[config.mk]
export PLATFORM = sky130hd
export DESIGN_NAME = sram_cache_arbiter
export DESIGN_NICKNAME = d
export VERILOG_FILES = /design/src/rtl/sram_cache_arb_pkg.sv /design/src/rtl/rr_arbiter.sv /design/src/rtl/sram_cache_arbiter.sv
export SDC_FILE = /design/constraint.sdc
export NUM_CORES = 1
export LEC_CHECK = 0
export ABC_AREA = 1
export CAP_MARGIN = 0
export CELL_PAD_IN_SITES_DETAIL_PLACEMENT = 1
export CELL_PAD_IN_SITES_GLOBAL_PLACEMENT = 1
export CORE_AREA = 2 2 180 182
export DETAILED_ROUTE_END_ITERATION = 12
export DIE_AREA = 0 0 182 184
export MAX_ROUTING_LAYER = met4
export PLACE_DENSITY = 0.66
export REMOVE_ABC_BUFFERS = 1
export SLEW_MARGIN = 40
export SYNTH_ARGS = -nofsm -noshare
export SYNTH_HDL_FRONTEND = slang
export SYNTH_HIERARCHICAL = 1
export SYNTH_SLANG_ARGS = --single-unit
[constraint.sdc]
create_clock -name clk_i -period 4.8 [get_ports clk_i]
set_input_delay 0.72 -clock clk_i [delete_from_list [all_inputs] [get_ports clk_i]]
set_output_delay 0.72 -clock clk_i [all_outputs]
set_load 0.02 [all_outputs]
[src/rtl/sram_cache_arb_pkg.sv]
// Shared types and helpers for the cache SRAM arbiter and its round-robin core.
// Latency: n/a (types and pure functions only).
// Backpressure: n/a.
package sram_cache_arb_pkg;

    typedef enum logic {
        ST_INIT = 1'b0,
        ST_RUN  = 1'b1
    } state_e;

    localparam int MAX_REQ        = 8;
    localparam int DEF_DATA_WIDTH = 64;
    localparam int DEF_NUM_WORDS  = 256;
    localparam int DEF_AW         = $clog2(DEF_NUM_WORDS);
    localparam int DEF_BE_W       = DEF_DATA_WIDTH / 8;

    // First asserted request at or above ptr, wrapping modulo n. Scanning downward
    // lets the lowest rotated position overwrite the others, so no early exit is needed.
    function automatic logic [2:0] rr_winner(input logic [MAX_REQ-1:0] req,
                                             input logic [2:0]         ptr,
                                             input int                 n);
        logic [2:0] win;
        int         idx;
        win = 3'd0;
        for (int i = MAX_REQ - 1; i >= 0; i--) begin
            if (i < n) begin
                idx = (int'(ptr) + i) % n;
                if (req[idx[2:0]]) begin
                    win = idx[2:0];
                end
            end
        end
        return win;
    endfunction

endpackage

[src/rtl/rr_arbiter.sv]
// Round-robin arbiter: one-hot grant plus winner index, pointer advances past each winner.
// Latency: grant combinational from req_i; pointer update takes effect next cycle.
// Backpressure: en_i low suppresses all grants and freezes the pointer.
module rr_arbiter
    import sram_cache_arb_pkg::*;
#(
    parameter int NUM_REQ = 3
) (
    input  logic                       clk_i,
    input  logic                       rst_ni,
    input  logic                       en_i,
    input  logic [NUM_REQ-1:0]         req_i,
    output logic [NUM_REQ-1:0]         gnt_o,
    output logic [$clog2(NUM_REQ)-1:0] idx_o,
    output logic                       vld_o
);

    localparam int IW = $clog2(NUM_REQ);

    logic [IW-1:0]      r_ptr;
    logic [IW-1:0]      w_idx;
    logic [MAX_REQ-1:0] w_req_ext;
    logic               w_vld;

    always_comb begin
        w_req_ext                = '0;
        w_req_ext[NUM_REQ-1:0]   = req_i;
    end

    assign w_idx = IW'(rr_winner(w_req_ext, 3'(r_ptr), NUM_REQ));
    assign w_vld = en_i & (|req_i);

    always_comb begin
        gnt_o = '0;
        if (w_vld) begin
            gnt_o[w_idx] = 1'b1;
        end
    end

    always_ff @(posedge clk_i or negedge rst_ni) begin
        if (!rst_ni) begin
            r_ptr <= '0;
        end else if (w_vld) begin
            r_ptr <= (w_idx == IW'(NUM_REQ - 1)) ? '0 : w_idx + IW'(1);
        end
    end

    assign idx_o = w_idx;
    assign vld_o = w_vld;

endmodule

[src/rtl/sram_cache_arbiter.sv]
// Shares one single-port cache SRAM among NUM_REQ requesters; zero-fills it after reset/flush.
// Latency: grant and SRAM drive same cycle as request; read data valid one cycle after grant.
// Backpressure: requesters hold req_i until granted; no grants during a sweep or a flush cycle.
module sram_cache_arbiter
    import sram_cache_arb_pkg::*;
#(
    parameter  int NUM_REQ    = 3,
    parameter  int DATA_WIDTH = DEF_DATA_WIDTH,
    parameter  int NUM_WORDS  = DEF_NUM_WORDS,
    parameter  int INIT_EN    = 1,
    localparam int AW         = $clog2(NUM_WORDS),
    localparam int BW         = DATA_WIDTH / 8
) (
    input  logic                          clk_i,
    input  logic                          rst_ni,
    input  logic                          flush_i,
    output logic                          init_busy_o,
    input  logic [NUM_REQ-1:0]            req_i,
    input  logic [NUM_REQ-1:0]            we_i,
    input  logic [NUM_REQ*AW-1:0]         addr_i,
    input  logic [NUM_REQ*DATA_WIDTH-1:0] wdata_i,
    input  logic [NUM_REQ*BW-1:0]         be_i,
    output logic [NUM_REQ-1:0]            gnt_o,
    output logic [NUM_REQ-1:0]            rvalid_o,
    output logic [DATA_WIDTH-1:0]         rdata_o,
    output logic                          sram_req_o,
    output logic                          sram_we_o,
    output logic [AW-1:0]                 sram_addr_o,
    output logic [DATA_WIDTH-1:0]         sram_wdata_o,
    output logic [BW-1:0]                 sram_be_o,
    input  logic [DATA_WIDTH-1:0]         sram_rdata_i
);

    localparam int            IW   = $clog2(NUM_REQ);
    localparam logic [AW-1:0] LAST = AW'(NUM_WORDS - 1);

    state_e             r_state;
    state_e             w_state_nxt;
    logic [AW-1:0]      r_cnt;
    logic [NUM_REQ-1:0] r_rvld;
    logic [NUM_REQ-1:0] w_gnt;
    logic [IW-1:0]      w_idx;
    logic               w_vld;
    logic               w_flush;
    logic               w_arb_en;

    assign w_flush  = (INIT_EN != 0) && flush_i && (r_state == ST_RUN);
    assign w_arb_en = (r_state == ST_RUN) && !w_flush;

    rr_arbiter #(
        .NUM_REQ (NUM_REQ)
    ) u_rr (
        .clk_i  (clk_i),
        .rst_ni (rst_ni),
        .en_i   (w_arb_en),
        .req_i  (req_i),
        .gnt_o  (w_gnt),
        .idx_o  (w_idx),
        .vld_o  (w_vld)
    );

    always_ff @(posedge clk_i or negedge rst_ni) begin
        if (!rst_ni) begin
            r_state <= (INIT_EN != 0) ? ST_INIT : ST_RUN;
        end else begin
            r_state <= w_state_nxt;
        end
    end

    always_comb begin
        w_state_nxt = r_state;
        case (r_state)
            ST_INIT: if (r_cnt == LAST) w_state_nxt = ST_RUN;
            ST_RUN:  if (w_flush)       w_state_nxt = ST_INIT;
            default: w_state_nxt = ST_RUN;
        endcase
    end

    always_ff @(posedge clk_i or negedge rst_ni) begin
        if (!rst_ni) begin
            r_cnt <= '0;
        end else if (r_state == ST_INIT) begin
            r_cnt <= (r_cnt == LAST) ? '0 : r_cnt + AW'(1);
        end else begin
            r_cnt <= '0;
        end
    end

    // Only reads return data; a flush cycle grants nothing, but last cycle's read still lands.
    always_ff @(posedge clk_i or negedge rst_ni) begin
        if (!rst_ni) begin
            r_rvld <= '0;
        end else begin
            r_rvld <= w_gnt & ~we_i;
        end
    end

    // While reset is held the sweep must not touch the array.
    always_comb begin
        sram_req_o   = 1'b0;
        sram_we_o    = 1'b0;
        sram_addr_o  = '0;
        sram_wdata_o = '0;
        sram_be_o    = '0;
        case (r_state)
            ST_INIT: begin
                if (rst_ni) begin
                    sram_req_o  = 1'b1;
                    sram_we_o   = 1'b1;
                    sram_addr_o = r_cnt;
                    sram_be_o   = '1;
                end
            end
            ST_RUN: begin
                if (w_vld) begin
                    sram_req_o   = 1'b1;
                    sram_we_o    = we_i[w_idx];
                    sram_addr_o  = addr_i[int'(w_idx)*AW +: AW];
                    sram_wdata_o = wdata_i[int'(w_idx)*DATA_WIDTH +: DATA_WIDTH];
                    sram_be_o    = be_i[int'(w_idx)*BW +: BW];
                end
            end
            default: ;
        endcase
    end

    assign gnt_o       = w_gnt;
    assign rvalid_o    = r_rvld;
    assign rdata_o     = sram_rdata_i;
    assign init_busy_o = (r_state == ST_INIT);

    a_gnt_onehot : assert property (@(posedge clk_i) disable iff (!rst_ni) $onehot0(gnt_o));
    a_no_gnt_init : assert property (@(posedge clk_i) disable iff (!rst_ni)
                                     (r_state == ST_INIT) |-> (gnt_o == '0));

endmodule

==> impl_results.md, run 1 <==
* Die Wd at 182 microns
* Final worst path period need at 4.31 ns
* Critical path class: input pin to output port
* First-pass GRT wire length at 38.2 mm
* Crit path DAT at 3.59 ns
* Top delay family on crit path: buffers and inverters
* Synth Cell Area at 0.00370 sq mm
* Worst Clk Skew at 0.00287 ns
* Syn. warnings at 6
* Yosys top cell area share at 17.4%
* Routed WL at 27.7 mm
* Full die area at 0.0335 sq mm
* RSZ-0062 raised after global routing: false
* Synth area leaders: nor2_1, nand2_1, buf_4, a21oi_1, dfrtp_1
* Crit-path slowest cell: clkdlybuf4s50_1
* Fin. max-slew vios at 0
* Setup TNS at 0 ns
* Max-slew headroom at 46.3%
* CTS tree: built
* # nets final at 1266
* Worst r2r src: u_rr/r_ptr[1]
* Yosys cell types at 30
* DP HPWL at 22.8 mm
* Crit path launch type: input pin
* DR DRC count at 0
* CP endpoint kind: output port
* Setup WS post-layout at 0.492 ns
* Starting Density at 11.8%
* Crit path to: sram_wdata_o[1]
* Overall routing resource usage at 15.8%
* DR WL/cell at 20.4 microns
* CP Depth at 15
* Worst path cell trace: clkdlybuf4s50_1 -> inv_2 -> nor2_1 -> nand3_1 -> clkinv_1 -> nand2_1 -> nand3_2 -> nand2_2 -> inv_2 -> inv_2 -> nor2_8 -> buf_12 -> nand2_1 -> a21oi_1 -> clkdlybuf4s50_1
* Fin. Hold Viols at 0
* I/O pins at 466
* Leakage power at 2.80 nW
* Maximum clock rate at 0.232 GHz
* Layout cells sized above 1 at 5.30%
* Tightest Pin Transition at 0.805 ns
* # setup viols final at 0
* Reg2Reg Depth at 12
* DR vias at 5486
* Chip Height at 184 microns
* Mapped Cells at 697
* Period utilization at 89.7%
* Post-CTS sizing at 0
* Crit path buffers/inverters at 7
* Initial antenna violation count at 11
* Core area at 0.0314 sq mm
* Sequential element share of the synthesized area at 9.46%
* Port Buf Inserts at 337
* Worst IR drop on VDD at 0.293 mV
* Grt total ovfl at 0
* CTS sink cnt at 14
* Pin count of the biggest net entering global routing at 65
* Status: completed
* PD cells at 289 mW/mm^2
* Syn-to-layout area delta at 90.0%
* R2r endpoint: rvalid_o[1]
* WP data required at 4.08 ns
* Max-cap violation count at 0
* Vias in the first global route at 5629
* CTS H-tree depth at 1
* R2R Setup Slk at 2.40 ns
* CTS Buffer Depth at 2
* Pre-CTS setup slack at 0.367 ns
* Synthesized flop and latch total at 14
* Drt pass-1 iters at 4
* Site row count at 65
* Clock latency on the worst-skew pair at 0.25 ns
* Worst Path Max Fanout at 32
* Post-cts hold buffer count at 0
* Number of DRC markers in iteration 0 at 192
* CP Launch Point: req_i[2]
* Dominant cell type by area after synthesis: nor2_1
* Antenna viol nets, final at 0
* Num CTS Buffers at 3
* Hold Crit Class: flop to flop
* Clock root cell: clkbuf_16
* CTS clk-pin slew, worst paths at 0.05 ns
* Routed vias/inst at 4.05
* CP peak stage delay at 0.66 ns
* Post-CTS Setup Bufs at 0
* Worst path most repeated cell: inv_2
* Synthesized area per cell at 5.31 sq um
* GP Congestion at 0.831
cells in the final DEF (no fill, tap or decap), drive strengths merged:
cell type,n
o21ai,69
diode,10
o21bai,1
nand2,163
or2,9
o31a,1
nand3,29
buf,12
nor2,174
nor3,1
a21oi,77
nand4,1
inv,42
ha,8
clkbuf,4
xor2,1
clkdlybuf4s50,336
clkinv,2
dfrtp,14
per-stage QoR:
| step | cells | hold slack (ns) | power, mW | util (%) | cell area, sq um |
|---|---|---|---|---|---|
| 2_1_floorplan | 592 | 0.424 | 1.13 | - | 2940 |
| 3_3_place_gp | 1342 | 0.498 | 1.88 | 22.1 | 6920 |
| 3_5_place_dp | 1342 | 0.507 | 1.90 | 22.1 | 6920 |
| 4_1_cts | 1346 | 0.513 | 2.09 | 22.3 | 7010 |
| 5_1_grt | 1356 | 0.553 | 2.27 | 22.4 | 7040 |
| 6_report | 1356 | 0.521 | 2.03 | 22.4 | 7040 |
how the worst min path moves through the flow:
stage	endpoint	slack (ns)	depth (start not counted)	start
finish	r_cnt[0]	0.52	1	r_cnt[0]
detailed placement	r_cnt[0]	0.51	1	r_cnt[0]
global route	r_cnt[0]	0.55	1	r_cnt[0]
CTS	r_cnt[0]	0.51	1	r_cnt[0]
floorplan	r_cnt[0]	0.42	0	rst_ni
global placement	r_cnt[0]	0.50	1	r_cnt[0]
power by group:
group | leakage, nW | switching (mW) | internal [mW] | total [mW]
logic | 2.58 | 1.03 | 0.633 | 1.67
registers | 0.176 | 0.0363 | 0.152 | 0.188
clock network | 0.0442 | 0.0514 | 0.127 | 0.178
total | 2.80 | 1.12 | 0.911 | 2.03
cells in the mapped netlist:
cell type,n
a21oi_1,75
clkbuf_1,6
inv_2,6
o21ai_0,66
buf_4,67
nand3_2,4
nor2_1,172
dfrtp_1,14
nand3_1,25
o31a_2,1
ha_1,8
or2_2,8
nand2_4,1
clkbuf_2,3
buf_2,13
nand2_1,156
o21bai_1,1
inv_1,36
o21ai_1,1
xor2_1,1
or2_1,1
buf_1,3
clkinv_1,2
o21ai_2,2
a21oi_2,2
nor2_8,2
nand4_1,1
nor3_1,1
buf_6,13
nand2_2,6
sequential cells by signal, summed over array words and instances, names as in the netlist:
| name | cells |
|---|---|
| u_rr/r_ptr | 2 |
| r_cnt | 8 |
| r_state | 1 |
| rvalid_o | 3 |
layer usage:
metal	vias up	track usage [%]	part of all wire, %
met5	-	-	0
met4	0	0.806	0.31
met3	12	11.2	16
met2	330	22.2	40
met1	2505	19.2	44
li1	2639	-	-
cell type report:
type                            instances  area [sq um]
Sequential cell                        14           350
Fill cell                            3944         24400
Multi-Input combinational cell        534          2430
Timing Repair Buffer                  348          3480
Tap cell                              402           503
Inverter                               44           165
Antenna cell                           10          25.0
Clock buffer                            4          88.8
logic make-up (layout without fill, tap and decap cells):
logic type	count (synthesis)	count (layout)	synth area share, %
adder cells (fa/ha/maj)	8	8	2.70
other	0	10	0
flip-flops	14	14	9.46
AND/OR/NAND/NOR	377	377	41.9
buffers and inverters	149	396	25.1
AO/OA/AOI/OAI	148	148	20.6
XOR/XNOR	1	1	0.237
Power figures use the tool's default switching activity.
==> run 2: changes to the inputs <==
--- a/config.mk
+++ b/config.mk
@@ -12,7 +12,6 @@
 export CORE_AREA = 2 2 180 182
 export DETAILED_ROUTE_END_ITERATION = 12
 export DIE_AREA = 0 0 182 184
-export MAX_ROUTING_LAYER = met4
 export PLACE_DENSITY = 0.66
 export REMOVE_ABC_BUFFERS = 1
 export SLEW_MARGIN = 40
==> impl_results.md, run 2 (synthesis gave the netlist of run 1 again) <==
* Num CTS Buffers at 3 (unchanged)
* Fin Hold WS at 0.525 ns (+0.00382 ns)
* PD cells at 289 mW/mm^2 (+0.18%)
* # setup viols final at 0 (unchanged)
* Clock latency on the worst-skew pair at 0.24 ns (about the same)
* Final worst path period need at 4.31 ns (+0.00144 ns)
* Min-Delay Path Depth at 1 (unchanged)
* Antenna viol nets, final at 0 (unchanged)
* Number of DRC markers in iteration 0 at 186 (-3.1%)
* Placed insts at 1342 (unchanged)
* Post-cts hold buffer count at 0 (unchanged)
* Biggest register: r_cnt
* Worst IR drop on VDD at 0.289 mV (-1.5%)
* R2r endpoint: rvalid_o[1]
* Layout cells sized above 1 at 5.30% (unchanged)
* Initial antenna violation count at 11 (unchanged)
* Worst Path Max Fanout at 32 (unchanged)
* WP data required at 4.08 ns (about the same)
* R2R Setup Slk at 2.40 ns (about the same)
* I/O pins at 466 (unchanged)
* GP Congestion at 0.819 (-1.5%)
* Die Wd at 182 microns (unchanged)
* CTS Buffer Depth at 2 (unchanged)
* Max-cap violation count at 0 (unchanged)
* Hold Startpoint: r_cnt[0]
* Pin count of the biggest net entering global routing at 65 (unchanged)
* Critical path class: input pin to output port
* Fin. Hold Viols at 0 (unchanged)
* Port Buf Inserts at 337 (unchanged)
* Full die area at 0.0335 sq mm (unchanged)
* Max-slew headroom at 46.4% (+0.11 points)
* Chip Height at 184 microns (unchanged)
* Max FFs per register at 8 (unchanged)
* Tightest Pin Transition at 0.804 ns (-0.00162 ns)
* DP HPWL at 22.8 mm (unchanged)
* Vias in the first global route at 5641 (+0.21%)
* Post-route total power at 2.03 mW (about the same)
* Crit path DAT at 3.59 ns (about the same)
* CTS tree: built
* Site row count at 65 (unchanged)
* Worst Hold End: r_cnt[0]
* Period utilization at 89.8% (about the same)
* Grt total ovfl at 0 (unchanged)
* # nets final at 1266 (unchanged)
* Fin. max-slew vios at 0 (unchanged)
* Post-CTS sizing at 0 (unchanged)
* Hold Crit Class: flop to flop
* DR DRC count at 0 (unchanged)
* Routed WL at 27.7 mm (about the same)
* Most common cell after layout, fill and taps aside: clkdlybuf4s50_1
* Maximum clock rate at 0.232 GHz (about the same)
* Overall routing resource usage at 15.4% (-0.46 points)
* First-pass GRT wire length at 38.2 mm (unchanged)
* Reg2Reg Depth at 12 (unchanged)
* Post-CTS Setup Bufs at 0 (unchanged)
* Worst Clk Skew at 0.00190 ns (-0.000970 ns)
* Syn-to-layout area delta at 89.6%
* DR vias at 5519 (+0.60%)
* Routed vias/inst at 4.09 (+1.1%)
* RSZ-0062 raised after global routing: false
* Starting Density at 11.8% (unchanged)
* Drt pass-1 iters at 4 (unchanged)
* DR WL/cell at 20.5 microns (+0.55%)
* CP endpoint kind: output port
* Worst r2r src: u_rr/r_ptr[1]
* Status: completed
* Crit path launch type: input pin
* Core area at 0.0314 sq mm (unchanged)
* Clock root cell: clkbuf_16
* CTS sink cnt at 14 (unchanged)
* Non-Filler Instances at 1349 (-0.52%)
* Most frequent cells in the layout: clkdlybuf4s50_1, nor2_1, nand2_1, a21oi_1, o21ai_0
* CTS H-tree depth at 1 (unchanged)
* CTS clk-pin slew, worst paths at 0.05 ns (about the same)
* Setup TNS at 0 ns (unchanged)
* Leakage power at 2.80 nW (about the same)
run 2: cell count changes in the layout (fill, tap and decap cells not counted), sizes merged:
cell   delta
diode     -7
run 2: area by class of cell:
type | count | area (sq um)
fill | 3939 | 24400
timing repair buffer | 348 | 3480
multi-input combinational | 534 | 2430
tap | 402 | 503
sequential | 14 | 350
inverter | 44 | 165
clock buffer | 4 | 88.8
antenna | 3 | 7.51
run 2: metrics by stage:
step / utilization [%] / setup WS, ns / area (sq um)
floorplan: - / 0.303 / 2940
global placement: 22.1 / 0.383 / 6920
detailed placement: 22.1 / 0.367 / 6920
CTS: 22.3 / 0.365 / 7010
global route: 22.3 / 0.236 / 7010
finish: 22.4 / 0.491 / 7020
run 2: metal layers:
layer  up-vias  global-route usage (%)  routed length (microns)
met5         -                    5.19                      299
met3        26                    10.9                     4310
met1      2519                    18.9                    11900
met4        18                   0.871                       91
li1       2630                       -                        -
met2       326                    22.2                    11000
run 2: power by group:
part / total (mW) / internal, mW / switching [mW]
clock: 0.178 / 0.127 / 0.0515
sequential: 0.189 / 0.152 / 0.0371
combinational: 1.66 / 0.633 / 1.03
total: 2.03 / 0.911 / 1.12
run 2: worst max-delay path by stage:
stage / startpoint / to / cells past startpoint
detailed placement: req_i[2] / sram_wdata_o[1] / 15
global placement: req_i[2] / sram_wdata_o[1] / 15
finish: req_i[2] / sram_wdata_o[1] / 15
floorplan: u_rr/r_ptr[1] / sram_wdata_o[0] / 13
CTS: req_i[2] / sram_wdata_o[1] / 15
global route: req_i[2] / sram_wdata_o[1] / 15
run 2: critical path: stages:
cell             delay (ns)
clkdlybuf4s50_1        0.56
inv_2                  0.05
nor2_1                 0.10
nand3_1                0.08
clkinv_1               0.05
nand2_1                0.05
nand3_2                0.06
nand2_2                0.07
inv_2                  0.07
inv_2                  0.11
nor2_8                 0.39
buf_12                 0.26
nand2_1                0.07
a21oi_1                0.26
clkdlybuf4s50_1        0.66
